$ cat src/rtl/window_fetcher_seq_if.sv
// Handshake and tag bundle between a pixel source, window_fetcher_seq and the window fetcher.
// The slave modport is the sequencer's view; master is the surrounding environment's view.
interface window_fetcher_seq_if #(
    parameter int unsigned DATA_WIDTH = 16
) ();
    logic                  start_i;
    logic [DATA_WIDTH-1:0] pix_data_i;
    logic                  pix_valid_i;
    logic                  pix_ready_o;
    logic [DATA_WIDTH-1:0] fet_data_o;
    logic [15:0]           fet_col_o;
    logic [15:0]           fet_row_o;
    logic                  fet_valid_o;
    logic [15:0]           win_col_i;
    logic [15:0]           win_row_i;
    logic                  win_valid_i;
    logic                  win_accept_o;
    logic                  busy_o;
    logic                  frame_done_o;

    modport slave (
        input  start_i, pix_data_i, pix_valid_i, win_col_i, win_row_i, win_valid_i,
        output pix_ready_o, fet_data_o, fet_col_o, fet_row_o, fet_valid_o, win_accept_o,
               busy_o, frame_done_o
    );

    modport master (
        output start_i, pix_data_i, pix_valid_i, win_col_i, win_row_i, win_valid_i,
        input  pix_ready_o, fet_data_o, fet_col_o, fet_row_o, fet_valid_o, win_accept_o,
               busy_o, frame_done_o
    );
endinterface

$ cat src/rtl/window_fetcher_seq.sv
// Frame sequencer for window_fetcher: tags pixels, injects end-of-frame flush pushes, counts windows.
// Optional macro WINDOW_FETCHER_SEQ_STALL_CNT_EN adds the stall_cycles_o counter output.
module window_fetcher_seq #(
    parameter int unsigned           DATA_WIDTH   = 16,
    parameter int unsigned           IMAGE_WIDTH  = 64,
    parameter int unsigned           IMAGE_HEIGHT = 64,
    parameter int unsigned           FLUSH_COUNT  = 65,
    parameter logic [DATA_WIDTH-1:0] FLUSH_DATA   = '0
) (
    input  logic               clk_i,
    input  logic               rst_ni,
`ifdef WINDOW_FETCHER_SEQ_STALL_CNT_EN
    output logic [31:0]        stall_cycles_o,
`endif
    window_fetcher_seq_if.slave bus
);

    localparam logic [31:0] NumPix    = 32'(IMAGE_WIDTH * IMAGE_HEIGHT);
    localparam logic [15:0] ColLast   = 16'(IMAGE_WIDTH - 1);
    localparam logic [15:0] RowLast   = 16'(IMAGE_HEIGHT - 1);
    localparam logic [15:0] ColTag    = 16'(IMAGE_WIDTH);
    localparam logic [15:0] RowTag    = 16'(IMAGE_HEIGHT);
    localparam logic [31:0] FlushLast = (FLUSH_COUNT == 0) ? 32'd0 : 32'(FLUSH_COUNT - 1);

    typedef enum logic [1:0] {StIdle, StStream, StFlush, StDrain} state_e;

    state_e                state_q, state_d;
    logic [15:0]           col_q, col_d;
    logic [15:0]           row_q, row_d;
    logic [31:0]           flush_q, flush_d;
    logic [31:0]           win_cnt_q, win_cnt_d;
    logic                  fet_valid_q, fet_valid_d;
    logic [DATA_WIDTH-1:0] fet_data_q, fet_data_d;
    logic [15:0]           fet_col_q, fet_col_d;
    logic [15:0]           fet_row_q, fet_row_d;
    logic                  done_q, done_d;

    logic pix_ready;
    logic handshake;
    logic accept;
    logic last_accept;

    assign pix_ready   = (state_q == StStream);
    assign handshake   = pix_ready & bus.pix_valid_i;
    // Flush tags sit just outside the frame, so they are never counted as windows.
    assign accept      = bus.win_valid_i && (state_q != StIdle) && (bus.win_col_i < ColTag) &&
                         (bus.win_row_i < RowTag) && (win_cnt_q < NumPix);
    assign last_accept = accept && (win_cnt_q == NumPix - 32'd1);

    always_comb begin
        state_d     = state_q;
        col_d       = col_q;
        row_d       = row_q;
        flush_d     = flush_q;
        win_cnt_d   = win_cnt_q;
        fet_valid_d = 1'b0;
        fet_data_d  = fet_data_q;
        fet_col_d   = fet_col_q;
        fet_row_d   = fet_row_q;
        done_d      = last_accept;

        if (accept) begin
            win_cnt_d = win_cnt_q + 32'd1;
        end

        unique case (state_q)
            StIdle: begin
                if (bus.start_i) begin
                    state_d   = StStream;
                    col_d     = '0;
                    row_d     = '0;
                    flush_d   = '0;
                    win_cnt_d = '0;
                end
            end
            StStream: begin
                if (handshake) begin
                    fet_valid_d = 1'b1;
                    fet_data_d  = bus.pix_data_i;
                    fet_col_d   = col_q;
                    fet_row_d   = row_q;
                    if (col_q == ColLast) begin
                        col_d = '0;
                        if (row_q == RowLast) begin
                            row_d   = '0;
                            flush_d = '0;
                            state_d = (FLUSH_COUNT > 0) ? StFlush : StDrain;
                        end else begin
                            row_d = row_q + 16'd1;
                        end
                    end else begin
                        col_d = col_q + 16'd1;
                    end
                end
            end
            StFlush: begin
                fet_valid_d = 1'b1;
                fet_data_d  = FLUSH_DATA;
                fet_col_d   = ColTag;
                fet_row_d   = RowTag;
                flush_d     = flush_q + 32'd1;
                if (flush_q == FlushLast) begin
                    state_d = StDrain;
                end
            end
            StDrain: begin
                // Leave on the final accept itself so IDLE lines up with the frame_done pulse.
                if ((win_cnt_q == NumPix) || last_accept) begin
                    state_d = StIdle;
                end
            end
            default: state_d = StIdle;
        endcase
    end

    always_ff @(posedge clk_i or negedge rst_ni) begin
        if (!rst_ni) begin
            state_q     <= StIdle;
            col_q       <= '0;
            row_q       <= '0;
            flush_q     <= '0;
            win_cnt_q   <= '0;
            fet_valid_q <= 1'b0;
            fet_data_q  <= '0;
            fet_col_q   <= '0;
            fet_row_q   <= '0;
            done_q      <= 1'b0;
        end else begin
            state_q     <= state_d;
            col_q       <= col_d;
            row_q       <= row_d;
            flush_q     <= flush_d;
            win_cnt_q   <= win_cnt_d;
            fet_valid_q <= fet_valid_d;
            fet_data_q  <= fet_data_d;
            fet_col_q   <= fet_col_d;
            fet_row_q   <= fet_row_d;
            done_q      <= done_d;
        end
    end

`ifdef WINDOW_FETCHER_SEQ_STALL_CNT_EN
    logic [31:0] stall_q, stall_d;

    always_comb begin
        stall_d = stall_q;
        if ((state_q == StIdle) && bus.start_i) begin
            stall_d = '0;
        end else if ((state_q == StStream) && !bus.pix_valid_i && (stall_q != '1)) begin
            stall_d = stall_q + 32'd1;
        end
    end

    always_ff @(posedge clk_i or negedge rst_ni) begin
        if (!rst_ni) begin
            stall_q <= '0;
        end else begin
            stall_q <= stall_d;
        end
    end

    assign stall_cycles_o = stall_q;
`endif

    assign bus.pix_ready_o  = pix_ready;
    assign bus.fet_valid_o  = fet_valid_q;
    assign bus.fet_data_o   = fet_data_q;
    assign bus.fet_col_o    = fet_col_q;
    assign bus.fet_row_o    = fet_row_q;
    assign bus.win_accept_o = accept;
    assign bus.busy_o       = (state_q != StIdle);
    assign bus.frame_done_o = done_q;

endmodule

$ cat src/flat_wrapper.sv
// flat-port wrapper written by rule: the top's interface ports become plain ports
module window_fetcher_seq_flat 
#(
    parameter int unsigned           DATA_WIDTH   = 16,
    parameter int unsigned           IMAGE_WIDTH  = 64,
    parameter int unsigned           IMAGE_HEIGHT = 64,
    parameter int unsigned           FLUSH_COUNT  = 65,
    parameter logic [DATA_WIDTH-1:0] FLUSH_DATA   = '0
)
  (clk_i, rst_ni, bus_start_i, bus_pix_data_i, bus_pix_valid_i, bus_win_col_i, bus_win_row_i, bus_win_valid_i, bus_pix_ready_o, bus_fet_data_o, bus_fet_col_o, bus_fet_row_o, bus_fet_valid_o, bus_win_accept_o, bus_busy_o, bus_frame_done_o);
  window_fetcher_seq_if #(.DATA_WIDTH(DATA_WIDTH)) bus_i ();
  input  logic clk_i;
  input  logic rst_ni;
  input wire logic [$bits(bus_i.start_i)-1:0] bus_start_i;
  input wire logic [$bits(bus_i.pix_data_i)-1:0] bus_pix_data_i;
  input wire logic [$bits(bus_i.pix_valid_i)-1:0] bus_pix_valid_i;
  input wire logic [$bits(bus_i.win_col_i)-1:0] bus_win_col_i;
  input wire logic [$bits(bus_i.win_row_i)-1:0] bus_win_row_i;
  input wire logic [$bits(bus_i.win_valid_i)-1:0] bus_win_valid_i;
  output wire logic [$bits(bus_i.pix_ready_o)-1:0] bus_pix_ready_o;
  output wire logic [$bits(bus_i.fet_data_o)-1:0] bus_fet_data_o;
  output wire logic [$bits(bus_i.fet_col_o)-1:0] bus_fet_col_o;
  output wire logic [$bits(bus_i.fet_row_o)-1:0] bus_fet_row_o;
  output wire logic [$bits(bus_i.fet_valid_o)-1:0] bus_fet_valid_o;
  output wire logic [$bits(bus_i.win_accept_o)-1:0] bus_win_accept_o;
  output wire logic [$bits(bus_i.busy_o)-1:0] bus_busy_o;
  output wire logic [$bits(bus_i.frame_done_o)-1:0] bus_frame_done_o;
  assign bus_i.start_i = bus_start_i;
  assign bus_i.pix_data_i = bus_pix_data_i;
  assign bus_i.pix_valid_i = bus_pix_valid_i;
  assign bus_i.win_col_i = bus_win_col_i;
  assign bus_i.win_row_i = bus_win_row_i;
  assign bus_i.win_valid_i = bus_win_valid_i;
  assign bus_pix_ready_o = bus_i.pix_ready_o;
  assign bus_fet_data_o = bus_i.fet_data_o;
  assign bus_fet_col_o = bus_i.fet_col_o;
  assign bus_fet_row_o = bus_i.fet_row_o;
  assign bus_fet_valid_o = bus_i.fet_valid_o;
  assign bus_win_accept_o = bus_i.win_accept_o;
  assign bus_busy_o = bus_i.busy_o;
  assign bus_frame_done_o = bus_i.frame_done_o;
  window_fetcher_seq #(.DATA_WIDTH(DATA_WIDTH), .IMAGE_WIDTH(IMAGE_WIDTH), .IMAGE_HEIGHT(IMAGE_HEIGHT), .FLUSH_COUNT(FLUSH_COUNT), .FLUSH_DATA(FLUSH_DATA)) u_core (.clk_i(clk_i), .rst_ni(rst_ni), .bus(bus_i));
endmodule
$ cat config.mk
export PLATFORM = sky130hd
export DESIGN_NAME = window_fetcher_seq_flat
export DESIGN_NICKNAME = d
export VERILOG_FILES = /design/src/rtl/window_fetcher_seq_if.sv /design/src/rtl/window_fetcher_seq.sv /design/src/flat_wrapper.sv
export SDC_FILE = /design/constraint.sdc
export NUM_CORES = 1
export LEC_CHECK = 0
export ABC_CLOCK_PERIOD_IN_PS = 4500
export BUFFER_PORTS_ARGS = -buffer_cell sky130_fd_sc_hd__buf_2
export CORE_MARGIN = 2
export CORE_UTILIZATION = 40
export DETAILED_ROUTE_END_ITERATION = 12
export SYNTH_ARGS = -nofsm -noshare
export SYNTH_HDL_FRONTEND = slang
export SYNTH_SLANG_ARGS = --single-unit
$ cat constraint.sdc
create_clock -name clk_i -period 4.5 [get_ports clk_i]
set_clock_uncertainty 0.15 [all_clocks]
set_input_delay 0.9 -clock clk_i [delete_from_list [all_inputs] [get_ports clk_i]]
set_output_delay 0.9 -clock clk_i [all_outputs]
set_load 0.01 [all_outputs]
==> results of run 1 <==
[registers in the layout (all words and copies together) (netlist names)]
name,count
u_core.row_q,16
u_core.state_q,2
u_core.bus.fet_valid_o,1
u_core.flush_q,32
u_core.win_cnt_q,32
u_core.bus.fet_col_o,16
u_core.bus.fet_row_o,16
u_core.bus.fet_data_o,16
u_core.col_q,16
u_core.bus.frame_done_o,1
[cell type report]
class / count / area share (%)
clock inverter: 11 / 1.52
inverter: 13 / 0.594
tap: 225 / 3.42
timing repair buffer: 99 / 6.29
multi-input combinational: 462 / 37.4
clock buffer: 21 / 5.72
sequential: 148 / 45.1
[power breakdown]
group          switching, mW  internal, mW
registers             0.0653          1.40
logic                  0.136         0.107
clock network          0.550         0.862
[per-stage QoR]
| stage | area (µm²) | hold slack [ns] | util, % | std cells |
|---|---|---|---|---|
| final | 8220 | 0.335 | 47.9 | 979 |
| after CTS | 8220 | 0.339 | 47.9 | 979 |
| after floorplan | 6960 | 0.304 | - | 654 |
| after detailed placement | 7620 | 0.323 | 44.4 | 947 |
| after global placement | 7620 | 0.319 | 44.4 | 947 |
| after global routing | 8220 | 0.360 | 47.9 | 979 |
[synthesized netlist by cell type, drive strengths merged, types with 3 or more instances]
cell	count	area [µm²]
nor2	60	228
nand2	52	198
and4	11	96.3
and3	17	106
ha	10	125
nor4	26	233
nand4	33	236
and2	24	150
xor2	33	289
a22o	55	482
a21oi	7	46.3
clkbuf	16	60.1
nor4b	3	26.3
inv	13	48.8
dfrtp	148	3700
o31ai	5	37.5
nor2b	3	18.8
buf	15	80.1
nand3	39	200
mux2i	7	70.1
or4	5	37.5
xnor2	4	35.0
or3	4	25.0
nor3	8	50.1
o21ai	32	171
[cells in the final DEF, fill, tap and decap left out, types with 4 or more instances in the layout]
master / Yosys / layout
sky130_fd_sc_hd__nor4_2: 4 / 4
sky130_fd_sc_hd__o31ai_1: 5 / 5
sky130_fd_sc_hd__xor2_1: 33 / 33
sky130_fd_sc_hd__nor3_1: 6 / 6
sky130_fd_sc_hd__and4_1: 11 / 11
sky130_fd_sc_hd__or3_1: 4 / 4
sky130_fd_sc_hd__o21ai_0: 31 / 31
sky130_fd_sc_hd__xnor2_1: 4 / 4
sky130_fd_sc_hd__mux2i_1: 7 / 7
sky130_fd_sc_hd__and2_1: 24 / 24
sky130_fd_sc_hd__clkbuf_16: 0 / 17
sky130_fd_sc_hd__or4_1: 5 / 5
sky130_fd_sc_hd__a22o_1: 55 / 55
sky130_fd_sc_hd__nand2_1: 51 / 51
sky130_fd_sc_hd__and3_1: 17 / 17
sky130_fd_sc_hd__ha_1: 10 / 10
sky130_fd_sc_hd__buf_4: 0 / 6
sky130_fd_sc_hd__buf_2: 7 / 92
sky130_fd_sc_hd__nand4_1: 31 / 31
sky130_fd_sc_hd__a21oi_1: 6 / 6
sky130_fd_sc_hd__nor4_1: 19 / 19
sky130_fd_sc_hd__dfrtp_1: 148 / 148
sky130_fd_sc_hd__nor2_1: 59 / 58
sky130_fd_sc_hd__inv_1: 13 / 13
sky130_fd_sc_hd__nand3_1: 38 / 38
[how the worst max path moves through the flow]
| stage | end | slack, ns | depth (start not counted) |
|---|---|---|---|
| after floorplan | bus_win_accept_o | 1.43 | 4 |
| after global placement | bus_win_accept_o | 1.24 | 6 |
| after detailed placement | u_core.row_q[10] | 1.22 | 7 |
| after CTS | bus_win_accept_o | 1.11 | 7 |
| after global routing | u_core.flush_q[20] | 0.85 | 7 |
| final | bus_win_accept_o | 1.15 | 7 |
[cells by family (layout without fill, tap and decap cells)]
kind of cell	Yosys count	after routing	share of synthesized area [%]
AND/OR/NAND/NOR	293	293	24.1
multiplexers	8	8	1.17
XOR/XNOR	37	37	4.66
adder cells (fa/ha/maj)	10	10	1.80
AO/OA/AOI/OAI	114	114	12.3
flip-flops	148	148	53.2
buffers and inverters	44	144	2.71
[layer usage]
metal	track usage [%]	share of wire (%)
met1	23.2	46
met2	28.9	48
met3	4.96	4.8
met4	5.44	1.1
met5	0	0
==> report_table.html, run 1 <==
<table>
<tr><th>Metric</th><th>Value</th></tr>
<tr><th colspan="2">Outcome</th></tr>
<tr><td>Status</td><td>finished clean</td></tr>
<tr><th colspan="2">Final layout</th></tr>
<tr><td>Number of antenna cells inserted</td><td>0</td></tr>
<tr><td>Sequential Area</td><td>around 3700 µm²</td></tr>
<tr><td>Post-synthesis to final-layout area growth</td><td>18.1%</td></tr>
<tr><td>Number of nets in the layout</td><td>about 800</td></tr>
<tr><td>Fillers</td><td>between 1500 and 2000</td></tr>
<tr><td>Share of cells above drive strength 1</td><td>between 10% and 20%</td></tr>
<tr><td>Area occupied by multi-input gates</td><td>3070 µm²</td></tr>
<tr><th colspan="2">Clocking</th></tr>
<tr><td>Number of buffers created by CTS</td><td>17</td></tr>
<tr><td>Deepest level of the CTS H-tree</td><td>4</td></tr>
<tr><td>Hold-fix buffer count after cts</td><td>0</td></tr>
<tr><td>Master cell of the clock root buffer</td><td>sky130_fd_sc_hd__clkbuf_16</td></tr>
<tr><td>Clk sink count</td><td>approximately 150</td></tr>
<tr><td>Maximum buffer depth of the clock tree</td><td>2</td></tr>
<tr><td>Clock slew at the register clock pins of the worst setup and hold paths</td><td>0.06 ns</td></tr>
<tr><td>Setup Buffers After CTS</td><td>0</td></tr>
<tr><td>TritonCTS clock tree</td><td>yes</td></tr>
<tr><td>Later-pin clock latency in the skew report</td><td>approximately 0.42 ns</td></tr>
<tr><td>CTS resizes</td><td>0</td></tr>
<tr><th colspan="2">Pwr</th></tr>
<tr><td>Pwr Total</td><td>approximately 3.1 mW</td></tr>
<tr><td>Leakage power</td><td>between 3 and 4 nW</td></tr>
<tr><td>Pwr Density</td><td>379 nW/µm²</td></tr>
<tr><td>Worst IR drop on VDD</td><td>0.000288 V</td></tr>
<tr><th colspan="2">Min path</th></tr>
<tr><td>Path category of the worst min-delay check</td><td>reg -&gt; reg</td></tr>
<tr><td>Worst hold stages</td><td>1</td></tr>
<tr><td>Source of the worst hold timing path</td><td>u_core.win_cnt_q[22]</td></tr>
<tr><td>Hold endpoint</td><td>u_core.win_cnt_q[22]</td></tr>
<tr><th colspan="2">Timing</th></tr>
<tr><td>Transition time at the pin with the least slew margin</td><td>1.12 ns</td></tr>
<tr><td>Worst slew margin relative to its limit</td><td>25.2%</td></tr>
<tr><td>Setup repair after global routing missed its margin</td><td>no</td></tr>
<tr><td>Accumulated negative setup slack</td><td>0 ns</td></tr>
<tr><td>Final clock period utilization by the worst path</td><td>74.4%</td></tr>
<tr><td>Worst-case setup margin in the final layout</td><td>1.15 ns</td></tr>
<tr><td>Slew Limit Fails</td><td>0</td></tr>
<tr><td>Final Hold Vio Count</td><td>0</td></tr>
<tr><td>Crit path time final</td><td>3.35 ns</td></tr>
<tr><td>Number of endpoints failing setup at the final stage</td><td>0</td></tr>
<tr><td>Fmax</td><td>between 200 and 300 MHz</td></tr>
<tr><th colspan="2">Die</th></tr>
<tr><td>Number of placement rows</td><td>48</td></tr>
<tr><td>Die Ht</td><td>136 µm</td></tr>
<tr><td>Die outline area</td><td>18500 µm²</td></tr>
<tr><td>Initial cell density of the core</td><td>40.5%</td></tr>
<tr><td>Ports</td><td>106</td></tr>
<tr><td>Die X-Extent</td><td>136 µm</td></tr>
<tr><td>Placeable core area</td><td>17200 µm²</td></tr>
<tr><th colspan="2">Critical path</th></tr>
<tr><td>RR Endpoint</td><td>u_core.flush_q[31]</td></tr>
<tr><td>Critical path type</td><td>reg -&gt; out</td></tr>
<tr><td>Worst stage delay on the critical path</td><td>0.38 ns</td></tr>
<tr><td>Worst-case reg-to-reg path depth</td><td>7</td></tr>
<tr><td>Cells along the critical path</td><td>inv_1, ha_1, nor3_1, nand4_1, nor4_2, buf_4, buf_2</td></tr>
<tr><td>Worst-case register-to-register setup slack</td><td>1.21 ns</td></tr>
<tr><td>Required arrival time at the worst endpoint</td><td>approximately 3.5 ns</td></tr>
<tr><td>Launch point of the worst path</td><td>u_core.state_q[0]</td></tr>
<tr><td>Setup crit end kind</td><td>output port</td></tr>
<tr><td>FF-to-FF Start</td><td>u_core.state_q[1]</td></tr>
<tr><td>Kind of cell adding the most delay to the critical path</td><td>simple AND/OR/NAND/NOR gates</td></tr>
<tr><td>Crit path arrival time</td><td>about 2.3 ns</td></tr>
<tr><td>Maximum fanout along the worst path</td><td>14</td></tr>
<tr><td>Max stage delay cell, worst path</td><td>sky130_fd_sc_hd__dfrtp_1</td></tr>
<tr><td>Buffers &amp; Inverters on Critical Path</td><td>3</td></tr>
<tr><td>Startpoint type of the worst setup path</td><td>flop</td></tr>
<tr><th colspan="2">Flow run</th></tr>
<tr><td>Number of violations of the max-capacitance limit</td><td>0</td></tr>
<tr><th colspan="2">Synthesis</th></tr>
<tr><td>Sequential area share after synthesis</td><td>53.2%</td></tr>
<tr><td>Synthesis-stage register bit count</td><td>between 100 and 150</td></tr>
<tr><td>Count of distinct cell types in the synthesized netlist</td><td>53</td></tr>
<tr><td>Mapped Area</td><td>6960 µm²</td></tr>
<tr><td>Number of synthesized flops with an enable pin</td><td>0</td></tr>
<tr><td>Share of synthesized flip-flops with an asynchronous set or reset</td><td>100%</td></tr>
<tr><td>Gate count after technology mapping</td><td>654</td></tr>
<tr><td>Synthesized Nets</td><td>717</td></tr>
<tr><td>Synthesized area divided by synthesized cell count</td><td>about 11 µm²</td></tr>
<tr><td>Main synth FF type</td><td>sky130_fd_sc_hd__dfrtp_1</td></tr>
<tr><td>Number of warnings reported in the yosys synthesis log</td><td>0</td></tr>
<tr><th colspan="2">Placement</th></tr>
<tr><td>Input/output buffers</td><td>93</td></tr>
<tr><td>Placement Setup Slack</td><td>between 1 and 1.5 ns</td></tr>
<tr><td>Final HPWL DP</td><td>10000 µm</td></tr>
<tr><td>Routability Congestion</td><td>0.788</td></tr>
<tr><th colspan="2">Global routing</th></tr>
<tr><td>Vias in the first global route</td><td>~5300</td></tr>
<tr><td>Remaining Overflow, GRT</td><td>0</td></tr>
<tr><td>Initial antenna violation count</td><td>0</td></tr>
<tr><td>Largest net degree at the start of global routing</td><td>101</td></tr>
<tr><td>Global-route wire length before repair</td><td>26200 µm</td></tr>
<tr><td>GRT Total Usage</td><td>~18%</td></tr>
<tr><th colspan="2">Detailed routing</th></tr>
<tr><td>Detailed router's first-iteration violation count</td><td>346</td></tr>
<tr><td>Number of detailed-route iterations in the first pass</td><td>4</td></tr>
<tr><td>Post-route ant nets</td><td>0</td></tr>
<tr><td>Per-cell via count in the routed design</td><td>about 5.5</td></tr>
<tr><td>Routed wire length per instance</td><td>15.6 µm</td></tr>
<tr><td>Routed WL</td><td>about 15000 µm</td></tr>
<tr><td>Via total after detailed routing</td><td>5341</td></tr>
<tr><td># DRC</td><td>0</td></tr>
</table>
Note: power is estimated with default switching activity, not from simulation.
==> inputs of run 2 (changes only) <==
--- a/config.mk
+++ b/config.mk
@@ -5,7 +5,8 @@
 export SDC_FILE = /design/constraint.sdc
 export NUM_CORES = 1
 export LEC_CHECK = 0
-export ABC_CLOCK_PERIOD_IN_PS = 4500
+export ABC_AREA = 1
+export ABC_CLOCK_PERIOD_IN_PS = 3500
 export BUFFER_PORTS_ARGS = -buffer_cell sky130_fd_sc_hd__buf_2
 export CORE_MARGIN = 2
 export CORE_UTILIZATION = 40
==> constraint.sdc (replaced) <==
create_clock -name clk_i -period 3.5 [get_ports clk_i]
set_clock_uncertainty 0.15 [all_clocks]
set_input_delay 0.7 -clock clk_i [delete_from_list [all_inputs] [get_ports clk_i]]
set_output_delay 0.7 -clock clk_i [all_outputs]
set_load 0.01 [all_outputs]
==> run 2 against run 1 <==
  * Wire length up 24%
  * Clock-buffer cell count unchanged
  * Final area up 15%
  * Die area up 16%
  * Clock power up 46%
  * Critical path type unchanged
  * Largest cell class is now multi-input combinational cells
  * Largest power group is now clock
==> report_table.html, run 2 <==
<table>
<tr><th>Metric</th><th>Value</th></tr>
<tr><th colspan="2">Timing</th></tr>
<tr><td>Crit path time final</td><td>2.94 ns</td></tr>
<tr><td>Setup repair after global routing missed its margin</td><td>no</td></tr>
<tr><td>Slew Limit Fails</td><td>0 (unchanged)</td></tr>
<tr><td>Number of endpoints failing setup at the final stage</td><td>0 (unchanged)</td></tr>
<tr><td>Accumulated negative setup slack</td><td>0 ns (unchanged)</td></tr>
<tr><td>Final clock period utilization by the worst path</td><td>a little over four fifths</td></tr>
<tr><td>Final Hold Vio Count</td><td>0 (unchanged)</td></tr>
<tr><td>Worst slew margin relative to its limit</td><td>40.8% (+16 points)</td></tr>
<tr><td>Fmax</td><td>340 MHz</td></tr>
<tr><td>Transition time at the pin with the least slew margin</td><td>0.888 ns (-0.232 ns)</td></tr>
<tr><th colspan="2">Placement</th></tr>
<tr><td>Input/output buffers</td><td>93 (unchanged)</td></tr>
<tr><td>Final HPWL DP</td><td>13900 µm (+38%)</td></tr>
<tr><td>Cell total after placement</td><td>1404 (+48%)</td></tr>
<tr><td>Routability Congestion</td><td>0.919 (+17%)</td></tr>
<tr><th colspan="2">Synthesis</th></tr>
<tr><td>Post-synthesis xor/xnor area fraction</td><td>2.05% (-2.6 points)</td></tr>
<tr><td>Post-synthesis mux area share</td><td>0% (-1.2 points)</td></tr>
<tr><td>Synthesized-area fraction occupied by and/or/nand/nor cells</td><td>32.7% (+8.6 points)</td></tr>
<tr><td>Synthesized area divided by synthesized cell count</td><td>7.66 µm² (-28%)</td></tr>
<tr><td>Fraction of synthesized cell area taken by the top area cell type</td><td>45.6% (-7.6 points)</td></tr>
<tr><td>Count of distinct cell types in the synthesized netlist</td><td>47 (-11%)</td></tr>
<tr><td>Cell type with the highest aggregate area in the netlist</td><td>sky130_fd_sc_hd__dfrtp_1</td></tr>
<tr><td>Synth Area in Adders</td><td>1.54% (-0.26 points)</td></tr>
<tr><td>Mapped Area</td><td>8130 µm² (+17%)</td></tr>
<tr><td>Synthesis-stage register bit count</td><td>148 (unchanged)</td></tr>
<tr><td>Dominant cell by count in the synthesized netlist</td><td>sky130_fd_sc_hd__nand2_1</td></tr>
<tr><td>Compound-Gate Fraction of Synth Area</td><td>9.53% (-2.8 points)</td></tr>
<tr><td>Gate count after technology mapping</td><td>1061 (+62%)</td></tr>
<tr><td>Number of warnings reported in the yosys synthesis log</td><td>0 (unchanged)</td></tr>
<tr><td>Number of synthesized flops with an enable pin</td><td>0 (unchanged)</td></tr>
<tr><td>Share of synthesized flip-flops with an asynchronous set or reset</td><td>100% (unchanged)</td></tr>
<tr><td>Main synth FF type</td><td>sky130_fd_sc_hd__dfrtp_1</td></tr>
<tr><td>Combinational family with the most area after synthesis</td><td>simple AND/OR/NAND/NOR gates</td></tr>
<tr><td>Top area cells in the synthesized netlist</td><td>sky130_fd_sc_hd__dfrtp_1 46%, sky130_fd_sc_hd__nand2_1 12%, sky130_fd_sc_hd__nor2_1 8.0%</td></tr>
<tr><td>Synthesized Nets</td><td>1124 (+57%)</td></tr>
<tr><td>Sequential area share after synthesis</td><td>45.6% (-7.6 points)</td></tr>
<tr><td>List of most frequent post-synthesis cells</td><td>261 x sky130_fd_sc_hd__nand2_1, 174 x sky130_fd_sc_hd__nor2_1, 148 x sky130_fd_sc_hd__dfrtp_1, 121 x sky130_fd_sc_hd__inv_1, 63 x sky130_fd_sc_hd__nand3_1</td></tr>
<tr><th colspan="2">Critical path</th></tr>
<tr><td>Max stage delay cell, worst path</td><td>sky130_fd_sc_hd__dfrtp_1</td></tr>
<tr><td>RR Endpoint</td><td>u_core.bus.fet_row_o[5]</td></tr>
<tr><td>Crit path arrival time</td><td>2.09 ns (-0.21 ns)</td></tr>
<tr><td>Maximum fanout along the worst path</td><td>5 (-9)</td></tr>
<tr><td>Cells along the critical path</td><td>inv_1, ha_1, inv_1, and3_1, nand4_1, nor2_1, nand2_1, inv_1, buf_2</td></tr>
<tr><td>Worst-case reg-to-reg path depth</td><td>6 (-1)</td></tr>
<tr><td>Required arrival time at the worst endpoint</td><td>2.65 ns (-0.80 ns)</td></tr>
<tr><td>Kind of cell adding the most delay to the critical path</td><td>buffers and inverters</td></tr>
<tr><td>Setup crit end kind</td><td>output port</td></tr>
<tr><td>Worst-case register-to-register setup slack</td><td>0.60 ns (-0.61 ns)</td></tr>
<tr><td>Worst stage delay on the critical path</td><td>0.39 ns (about the same)</td></tr>
<tr><td>Startpoint type of the worst setup path</td><td>flop</td></tr>
<tr><td>Buffers &amp; Inverters on Critical Path</td><td>4 (+1)</td></tr>
<tr><td>Cell occurring most often along the worst timing path</td><td>sky130_fd_sc_hd__inv_1</td></tr>
<tr><td>FF-to-FF Start</td><td>u_core.state_q[1]</td></tr>
<tr><td>Critical path type</td><td>reg -&gt; out</td></tr>
<tr><th colspan="2">Global routing</th></tr>
<tr><td>Vias in the first global route</td><td>6543 (+24%)</td></tr>
<tr><td>Remaining Overflow, GRT</td><td>0 (unchanged)</td></tr>
<tr><td>Global-route wire length before repair</td><td>32700 µm (+24%)</td></tr>
<tr><td>GRT Total Usage</td><td>18.7% (+0.88 points)</td></tr>
<tr><td>Initial antenna violation count</td><td>0 (unchanged)</td></tr>
<tr><td>Largest net degree at the start of global routing</td><td>83 (-18%)</td></tr>
<tr><th colspan="2">Clocking</th></tr>
<tr><td>Setup Buffers After CTS</td><td>0 (unchanged)</td></tr>
<tr><td>TritonCTS clock tree</td><td>yes</td></tr>
<tr><td>CTS resizes</td><td>0 (unchanged)</td></tr>
<tr><td>Hold-fix buffer count after cts</td><td>0 (unchanged)</td></tr>
<tr><td>Clk sink count</td><td>148 (unchanged)</td></tr>
<tr><td>Number of buffers created by CTS</td><td>17 (unchanged)</td></tr>
<tr><td>Master cell of the clock root buffer</td><td>sky130_fd_sc_hd__clkbuf_16</td></tr>
<tr><td>Clock slew at the register clock pins of the worst setup and hold paths</td><td>0.06 ns (about the same)</td></tr>
<tr><td>Deepest level of the CTS H-tree</td><td>4 (unchanged)</td></tr>
<tr><td>Later-pin clock latency in the skew report</td><td>0.44 ns (+0.02 ns)</td></tr>
<tr><td>Maximum buffer depth of the clock tree</td><td>2 (unchanged)</td></tr>
<tr><th colspan="2">Detailed routing</th></tr>
<tr><td>Post-route ant nets</td><td>0 (unchanged)</td></tr>
<tr><td>Number of detailed-route iterations in the first pass</td><td>7 (+3)</td></tr>
<tr><td>Routed wire length per instance</td><td>13.3 µm (-15%)</td></tr>
<tr><td>Per-cell via count in the routed design</td><td>4.81 (-12%)</td></tr>
<tr><td>Routed WL</td><td>19100 µm (+24%)</td></tr>
<tr><td>Detailed router's first-iteration violation count</td><td>459 (+33%)</td></tr>
<tr><td># DRC</td><td>0 (unchanged)</td></tr>
<tr><td>Via total after detailed routing</td><td>6902 (+29%)</td></tr>
<tr><th colspan="2">Die</th></tr>
<tr><td>Number of placement rows</td><td>52 (+8.3%)</td></tr>
<tr><td>Die outline area</td><td>21500 µm² (+16%)</td></tr>
<tr><td>Die X-Extent</td><td>147 µm (+7.8%)</td></tr>
<tr><td>Initial cell density of the core</td><td>40.4% (-0.094 points)</td></tr>
<tr><td>Die Ht</td><td>147 µm (+7.8%)</td></tr>
<tr><td>Ports</td><td>106 (unchanged)</td></tr>
<tr><td>Placeable core area</td><td>20100 µm² (+17%)</td></tr>
<tr><th colspan="2">Final layout</th></tr>
<tr><td>Area occupied by multi-input gates</td><td>3720 µm² (+21%)</td></tr>
<tr><td>Number of nets in the layout</td><td>1216 (+51%)</td></tr>
<tr><td>Fillers</td><td>2015 (+28%)</td></tr>
<tr><td>Top library cells by usage in the layout, fill and taps aside</td><td>261 x sky130_fd_sc_hd__nand2_1, 174 x sky130_fd_sc_hd__nor2_1, 148 x sky130_fd_sc_hd__dfrtp_1, 121 x sky130_fd_sc_hd__inv_1, 92 x sky130_fd_sc_hd__buf_2</td></tr>
<tr><td>Sequential Area</td><td>3700 µm² (unchanged)</td></tr>
<tr><td>Registers with the highest flip-flop counts</td><td>u_core.flush_q: 32 flops, u_core.win_cnt_q: 32 flops</td></tr>
<tr><td>Number of antenna cells inserted</td><td>0 (unchanged)</td></tr>
<tr><td>Fin cells</td><td>1436 (+47%)</td></tr>
<tr><td>Most common cell after layout, fill and taps aside</td><td>sky130_fd_sc_hd__nand2_1</td></tr>
<tr><td>Share of cells above drive strength 1</td><td>18.1% (-1.8 points)</td></tr>
<tr><td>Post-synthesis to final-layout area growth</td><td>16.6%</td></tr>
<tr><th colspan="2">Min path</th></tr>
<tr><td>Path category of the worst min-delay check</td><td>in -&gt; async</td></tr>
<tr><th colspan="2">Pwr</th></tr>
<tr><td>Leakage power</td><td>4.50 nW (+16%)</td></tr>
<tr><td>Worst IR drop on VDD</td><td>0.000447 V (+55%)</td></tr>
<tr><td>Pwr Density</td><td>591 nW/µm² (+56%)</td></tr>
<tr><th colspan="2">Outcome</th></tr>
<tr><td>Status</td><td>finished clean</td></tr>
<tr><th colspan="2">Flow run</th></tr>
<tr><td>Number of violations of the max-capacitance limit</td><td>0 (unchanged)</td></tr>
</table>
-- run 2: cells by family after synthesis --
group,Yosys count
adders and majority gates,10
AOI/OAI and AO/OA,122
and+or+nand+nor,600
xor gates and xnor gates,19
buffers and inverters,162
DFF,148
-- run 2: report_power, final --
| group | switching, mW | total, mW | leakage, nW | internal (mW) |
|---|---|---|---|---|
| Sequential | 0.107 | 1.96 | 2.04 | 1.86 |
| Clock | 0.737 | 2.06 | 0.324 | 1.33 |
| Combinational | 1.15 | 1.57 | 2.14 | 0.426 |
-- run 2: worst max-delay path by stage --
stage	startpoint	end	slack (ns)	cells past startpoint
after floorplan	u_core.state_q[0]	bus_win_accept_o	1.35	8
after global placement	u_core.state_q[1]	u_core.bus.fet_row_o[8]	0.62	6
after detailed placement	u_core.state_q[1]	u_core.bus.fet_col_o[11]	0.58	6
after CTS	u_core.state_q[1]	bus_win_accept_o	0.49	9
after global routing	u_core.state_q[1]	u_core.bus.fet_col_o[3]	0.29	6
final	u_core.state_q[0]	bus_win_accept_o	0.56	9
-- run 2: through the flow --
| step | area [µm²] | utilization, % | setup WS (ns) | total power [mW] | hold WS, ns |
|---|---|---|---|---|---|
| 2_1_floorplan | 8130 | - | 1.35 | 3.25 | 0.254 |
| 3_3_place_gp | 8810 | 43.8 | 0.623 | 3.58 | 0.310 |
| 3_5_place_dp | 8810 | 43.8 | 0.581 | 3.59 | 0.318 |
| 4_1_cts | 9480 | 47.1 | 0.494 | 5.66 | 0.188 |
| 5_1_grt | 9480 | 47.1 | 0.293 | 5.93 | 0.218 |
| 6_report | 9480 | 47.1 | 0.557 | 5.60 | 0.145 |
-- run 2: area by class of cell --
class / instances / area share [%]
clock buffer: 21 / 4.96
clock inverter: 11 / 2.05
sequential: 148 / 39.1
inverter: 136 / 5.47
tap: 270 / 3.56
multi-input combinational: 751 / 39.3
timing repair buffer: 99 / 5.58
-- run 2: metal layers --
metal,GRT usage [%],share of wire (%),wire (µm)
met5,0,0,0
met4,6.50,1.6,314
met3,3.06,3.3,634
met2,30.0,48,9130
met1,25.7,47,8980
